## src/rtl/parking_pkg.sv

```systemverilog
// parking_pkg: key codes, debounce state encoding and password width shared with the gate controller
package parking_pkg;
  localparam logic [3:0] KEY_CLEAR = 4'hA;
  localparam logic [3:0] KEY_ENTER = 4'hB;
  localparam int PW_WIDTH = 8;
  typedef enum logic [1:0] {RELEASED, PRESSING, HELD, RELEASING} db_state_t;
endpackage

```

## src/rtl/keypad_debounce.sv

```systemverilog
// keypad_debounce: turns a raw key-down level into exactly one registered event per stable press
module keypad_debounce
  import parking_pkg::*;
#(
  parameter int DEBOUNCE_CYCLES = 4
) (
  input  logic       clk,
  input  logic       rst,
  input  logic       key_valid,
  input  logic [3:0] key_code,
  output logic       key_event,
  output logic [3:0] key_event_code
);
  localparam logic [7:0] LIM = 8'(DEBOUNCE_CYCLES);
  db_state_t state, state_n;
  logic [7:0] cnt, cnt_n;
  logic [3:0] code_n;
  logic ev_n;
  always_ff @(posedge clk or posedge rst)
    if (rst) begin
      state <= RELEASED;
      cnt <= '0;
      key_event_code <= '0;
      key_event <= 1'b0;
    end else begin
      state <= state_n;
      cnt <= cnt_n;
      key_event_code <= code_n;
      key_event <= ev_n;
    end
  // the sample that causes a state change counts as the first of its run
  always_comb begin
    state_n = state;
    cnt_n = cnt;
    code_n = key_event_code;
    ev_n = 1'b0;
    case (state)
      RELEASED:
        if (key_valid) begin
          state_n = PRESSING;
          cnt_n = 8'd1;
          code_n = key_code;
        end
      PRESSING:
        if (!key_valid) begin
          state_n = RELEASED;
          cnt_n = '0;
        end else if (key_code != key_event_code) begin
          code_n = key_code;
          cnt_n = 8'd1;
        end else if (cnt + 8'd1 == LIM) begin
          state_n = HELD;
          cnt_n = '0;
          ev_n = 1'b1;
        end else cnt_n = cnt + 8'd1;
      HELD:
        if (!key_valid) begin
          state_n = RELEASING;
          cnt_n = 8'd1;
        end
      RELEASING:
        if (key_valid) begin
          state_n = HELD;
          cnt_n = '0;
        end else if (cnt + 8'd1 == LIM) begin
          state_n = RELEASED;
          cnt_n = '0;
        end else cnt_n = cnt + 8'd1;
      default: state_n = RELEASED;
    endcase
  end
endmodule

```

## src/rtl/keypad_entry.sv

```systemverilog
// keypad_entry: debounced keypad to 3-digit decimal password attempts for the gate controller
module keypad_entry
  import parking_pkg::*;
#(
  parameter int DEBOUNCE_CYCLES = 4,
  parameter int TIMEOUT_CYCLES  = 1000,
  parameter int MAX_DIGITS      = 3
) (
  input  logic                clk,
  input  logic                rst,
  input  logic                entry_en,
  input  logic                key_valid,
  input  logic [3:0]          key_code,
  output logic [PW_WIDTH-1:0] psswrd_atmpt,
  output logic                try_pssrd,
  output logic [1:0]          digit_count,
  output logic                entry_err,
  output logic                entry_timeout
);
  localparam logic [1:0] MAXD = 2'(MAX_DIGITS);
  localparam logic [15:0] TLIM = 16'(TIMEOUT_CYCLES);
  logic key_event;
  logic [3:0] ev_code;
  logic [9:0] acc, acc_next;
  logic [15:0] idle;
  keypad_debounce #(.DEBOUNCE_CYCLES(DEBOUNCE_CYCLES)) u_debounce (
    .clk(clk),
    .rst(rst),
    .key_valid(key_valid),
    .key_code(key_code),
    .key_event(key_event),
    .key_event_code(ev_code)
  );
  // 10-bit accumulator holds up to 999 so oversize entries are caught before truncation
  assign acc_next = (acc << 3) + (acc << 1) + {6'd0, ev_code};
  always_ff @(posedge clk or posedge rst)
    if (rst) begin
      acc <= '0;
      idle <= '0;
      digit_count <= '0;
      psswrd_atmpt <= '0;
      try_pssrd <= 1'b0;
      entry_err <= 1'b0;
      entry_timeout <= 1'b0;
    end else begin
      try_pssrd <= 1'b0;
      entry_err <= 1'b0;
      entry_timeout <= 1'b0;
      if (!entry_en) begin
        acc <= '0;
        digit_count <= '0;
        idle <= '0;
      end else if (key_event) begin
        idle <= '0;
        if (ev_code <= 4'd9) begin
          if (digit_count == MAXD) entry_err <= 1'b1;
          else begin
            acc <= acc_next;
            digit_count <= digit_count + 2'd1;
          end
        end else if (ev_code == KEY_CLEAR) begin
          acc <= '0;
          digit_count <= '0;
        end else if (ev_code == KEY_ENTER) begin
          if (digit_count == 2'd0) entry_err <= 1'b1;
          else begin
            acc <= '0;
            digit_count <= '0;
            if (acc > 10'd255) entry_err <= 1'b1;
            else begin
              psswrd_atmpt <= acc[7:0];
              try_pssrd <= 1'b1;
            end
          end
        end
      end else if (digit_count != 2'd0) begin
        if (idle + 16'd1 == TLIM) begin
          acc <= '0;
          digit_count <= '0;
          idle <= '0;
          entry_timeout <= 1'b1;
        end else idle <= idle + 16'd1;
      end else idle <= '0;
    end
endmodule

```

## config.mk

```make
export PLATFORM = sky130hd
export DESIGN_NAME = keypad_entry
export DESIGN_NICKNAME = d
export VERILOG_FILES = /design/src/rtl/parking_pkg.sv /design/src/rtl/keypad_debounce.sv /design/src/rtl/keypad_entry.sv
export SDC_FILE = /design/constraint.sdc
export NUM_CORES = 1
export LEC_CHECK = 0
export CAP_MARGIN = 30
export CORE_MARGIN = 2
export CORE_UTILIZATION = 39
export DETAILED_ROUTE_END_ITERATION = 16
export PLACE_DENSITY = 0.65
export SYNTH_ARGS = -nofsm -noshare
export SYNTH_HDL_FRONTEND = slang
export SYNTH_SLANG_ARGS = --single-unit
```

## constraint.sdc

```tcl
create_clock -name clk -period 3.65 [get_ports clk]
set_clock_uncertainty 0.05 [all_clocks]
set_input_delay 0.365 -clock clk [delete_from_list [all_inputs] [get_ports clk]]
set_output_delay 0.365 -clock clk [all_outputs]
set_load 0.02 [all_outputs]
```

==> flow_summary.ini <==
[run_status]
status = finished clean

[clock_network]
post-cts-setup-buffer-count = 0
htree_levels = 2
cts_resized = 0
clkTransAtPathRegs_ns = 0.10
cts.sinks = 54
cts_buffers = 5
clockBufferDepth = 2
clk_latency_ns = 0.30
clock-root-buffer = clkbuf_8
ctsHoldBuffers = 0
cts_tree = yes

[power_and_ir_drop]
p_comb_share_pct = 8.3
p_switching_uw = 258
power.leakage_nw = 1.56
clockPowerShare_pct = 32.6
p_seq_share_pct = 59.1
switching_share_pct = 24.4
powerDensity_mw_per_mm2 = 308
ir_drop_uv = 214
p_int_uw = 797

[grt]
grt_max_degree = 41
grt_remaining_overflow = 0
grt_pass1_wl_microns = 10300
grt_antenna_before_repair = 0
track_usage_pct = 15.2
grt_pass1_vias = 2192

[yosys]
synth_top_area_cell = dfrtp_1
synth_edf_count = 0
ys_seq_elements = 54
netlist_area_sq_mm = 0.00299
ys_types = 48
ys_warn_count = 0
syn_nets = 330
async_flop_share_pct = 100
synth_top_flop_cell = dfrtp_1
seq_area_frac_synth_pct = 45.2
synth_area_per_cell_sq_um = 9.91
synth_top_area_share_pct = 45.2
synthCells = 302
synth_top_cells_by_area = dfrtp_1 (45%), ha_1 (7.5%), xnor2_1 (5.3%), nand2_1 (4.4%), o21ai_0 (4.0%)

[routing]
wirelength_microns = 5670
postRouteAntennaNets = 0
met2_length_microns = 2610
met3_length_microns = 163
num_vias = 2240
m1WireLength_microns = 2840
vias_per_cell = 5.22
top_layer = met4
drc = 0
dr.first_iter.drc_count = 76
first_pass_iters = 4
wl_per_cell_microns = 13.2

[timing]
min_period_over_period_pct = 73.5
fmax_mhz = 373
post-route-worst-setup-slack_ns = 0.967
slew_headroom_pct = 44.0
fin_crit_ns = 2.68
tns_ns = 0
setup_viol = 0
grt_setup_unrepaired = false
finalMaxSlewViolations = 0
worst_pin_slew_ns = 0.839
hold_viol_final = 0

[critical_path]
max_stage_delay_ns = 0.53
crit_path_start_kind = register
cp_max_fo = 5
crit_start = u_debounce.key_event_code[3]$_DFFE_PP0P_
r2r_slack_ns = 0.97
cp_slowest_cell = fa_1
crit_chain = inv_1 > fa_1 > inv_1 > fa_1 > a21o_1 > a21oi_1 > o21bai_1 > a21oi_1 > xor2_1 > o22ai_1
criticalPathCategory = register to register
reg2reg_from = u_debounce.key_event_code[3]$_DFFE_PP0P_
crit_arrival_ns = 2.81
setup.worst_path.end_class = register
cp.required_ns = 3.78

[finish]
seqCellArea_sq_mm = 0.00135
final_cell_mix = dfrtp_1 (54), nand2_1 (35), o21ai_0 (24)
areaGrowthSynthToFinish_pct = 14.2
multi_input_area_sq_mm = 0.00156
num_antenna_cells = 0
fillCellCount = 684
drive_gt1_share_pct = 9.09
nets = 357
finalNonFillerCells = 429
final_common_cell = dfrtp_1

[floorplan]
rows = 31
die_h_microns = 91.6
core_area_sq_mm = 0.00733
die_w_microns = 91.6
start_util_pct = 40.8
pin_count = 21
die_area_sq_mm = 0.00839

[min_path]
worstHoldPathType = register to register
hp-start = psswrd_atmpt[3]$_DFFE_PP0P_

[placement]
place.gp.congestion = 0.795
io_buffers = 20
dp.cells = 421
post-dp-hpwl_microns = 4080
dp_slack_ns = 0.980

[run]
timing.max_cap.violations = 0
-- power groups by stage --
stage | registers (mW) | clock network, mW | logic [mW]
3_5_place_dp | 0.635 | 0 | 0.0889
4_1_cts | 0.623 | 0.362 | 0.0896
6_report | 0.623 | 0.343 | 0.0875
2_1_floorplan | 0.632 | 0 | 0.0599
5_1_grt | 0.626 | 0.389 | 0.102
3_3_place_gp | 0.635 | 0 | 0.0880
-- worst max-delay path, delay by kind of cell, from the launching register on --
kind	cells	cell delay, ns
DFF	1	0.43
xor gates and xnor gates	1	0.15
buffers and inverters	2	0.17
AOI/OAI and AO/OA	5	0.78
adders and majority gates	2	0.98
-- metrics by stage --
step	area, sq um	utilization, %	hold slack, ns	total power, mW
final	3420	46.6	0.465	1.05
after global routing	3420	46.6	0.492	1.12
after CTS	3420	46.6	0.474	1.07
after detailed placement	3330	45.4	0.448	0.724
after global placement	3330	45.4	0.440	0.723
after floorplan	2990	-	0.420	0.692
-- cell type report --
cell class                      count  share of cell area (%)
Clock buffer                        7                    2.53
Inverter                           17                    1.87
Sequential cell                    54                    39.5
Timing Repair Buffer               24                    6.74
Tap cell                           99                    3.63
Clock inverter                      1                   0.146
Multi-Input combinational cell    227                    45.6
-- path summary, 6_finish.rpt --
path | end | cells past startpoint
setup reg to reg | acc[8]$_DFFE_PP0P_ | 10
hold reg to reg | psswrd_atmpt[3]$_DFFE_PP0P_ | 1
max in group asynchronous | acc[4]$_DFFE_PP0P_ | 3
setup / recovery | acc[8]$_DFFE_PP0P_ | 10
min in group asynchronous | idle[0]$_DFF_PP0_ | 2
hold / removal | psswrd_atmpt[3]$_DFFE_PP0P_ | 1
-- registers in the layout, summed over array words and instances, names as in the netlist, named ones only --
signal	cells
acc	10
entry_err	1
try_pssrd	1
psswrd_atmpt	8
u_debounce.key_event	1
entry_timeout	1
idle	16
u_debounce.cnt	8
u_debounce.state	1
digit_count	2
u_debounce.key_event_code	4
-- logic make-up after synthesis --
logic type | synth area share [%]
xor gates and xnor gates | 8.20
buffers and inverters | 2.80
muxes | 3.35
DFF | 45.2
adders and majority gates | 8.87
and+or+nand+nor | 17.6
AOI/OAI and AO/OA | 14.0
-- synth_stat cells, types with 7 or more instances --
| cell | instances |
|---|---|
| xor2_1 | 10 |
| nor2_1 | 20 |
| nand2_1 | 35 |
| dfrtp_1 | 54 |
| nor3_1 | 7 |
| o21ai_0 | 24 |
| ha_1 | 18 |
| a21o_1 | 7 |
| inv_1 | 17 |
| a21oi_1 | 8 |
| nand3_1 | 10 |
| xnor2_1 | 18 |
| a22oi_1 | 8 |
| mux2_2 | 8 |
-- per-layer routing --
metal,vias to the layer above,track usage (%)
met4,0,4.17
met1,1077,21.9
li1,1128,-
met3,4,2.82
met5,-,0
met2,31,23.3
Note: power is estimated with default switching activity, not from simulation.
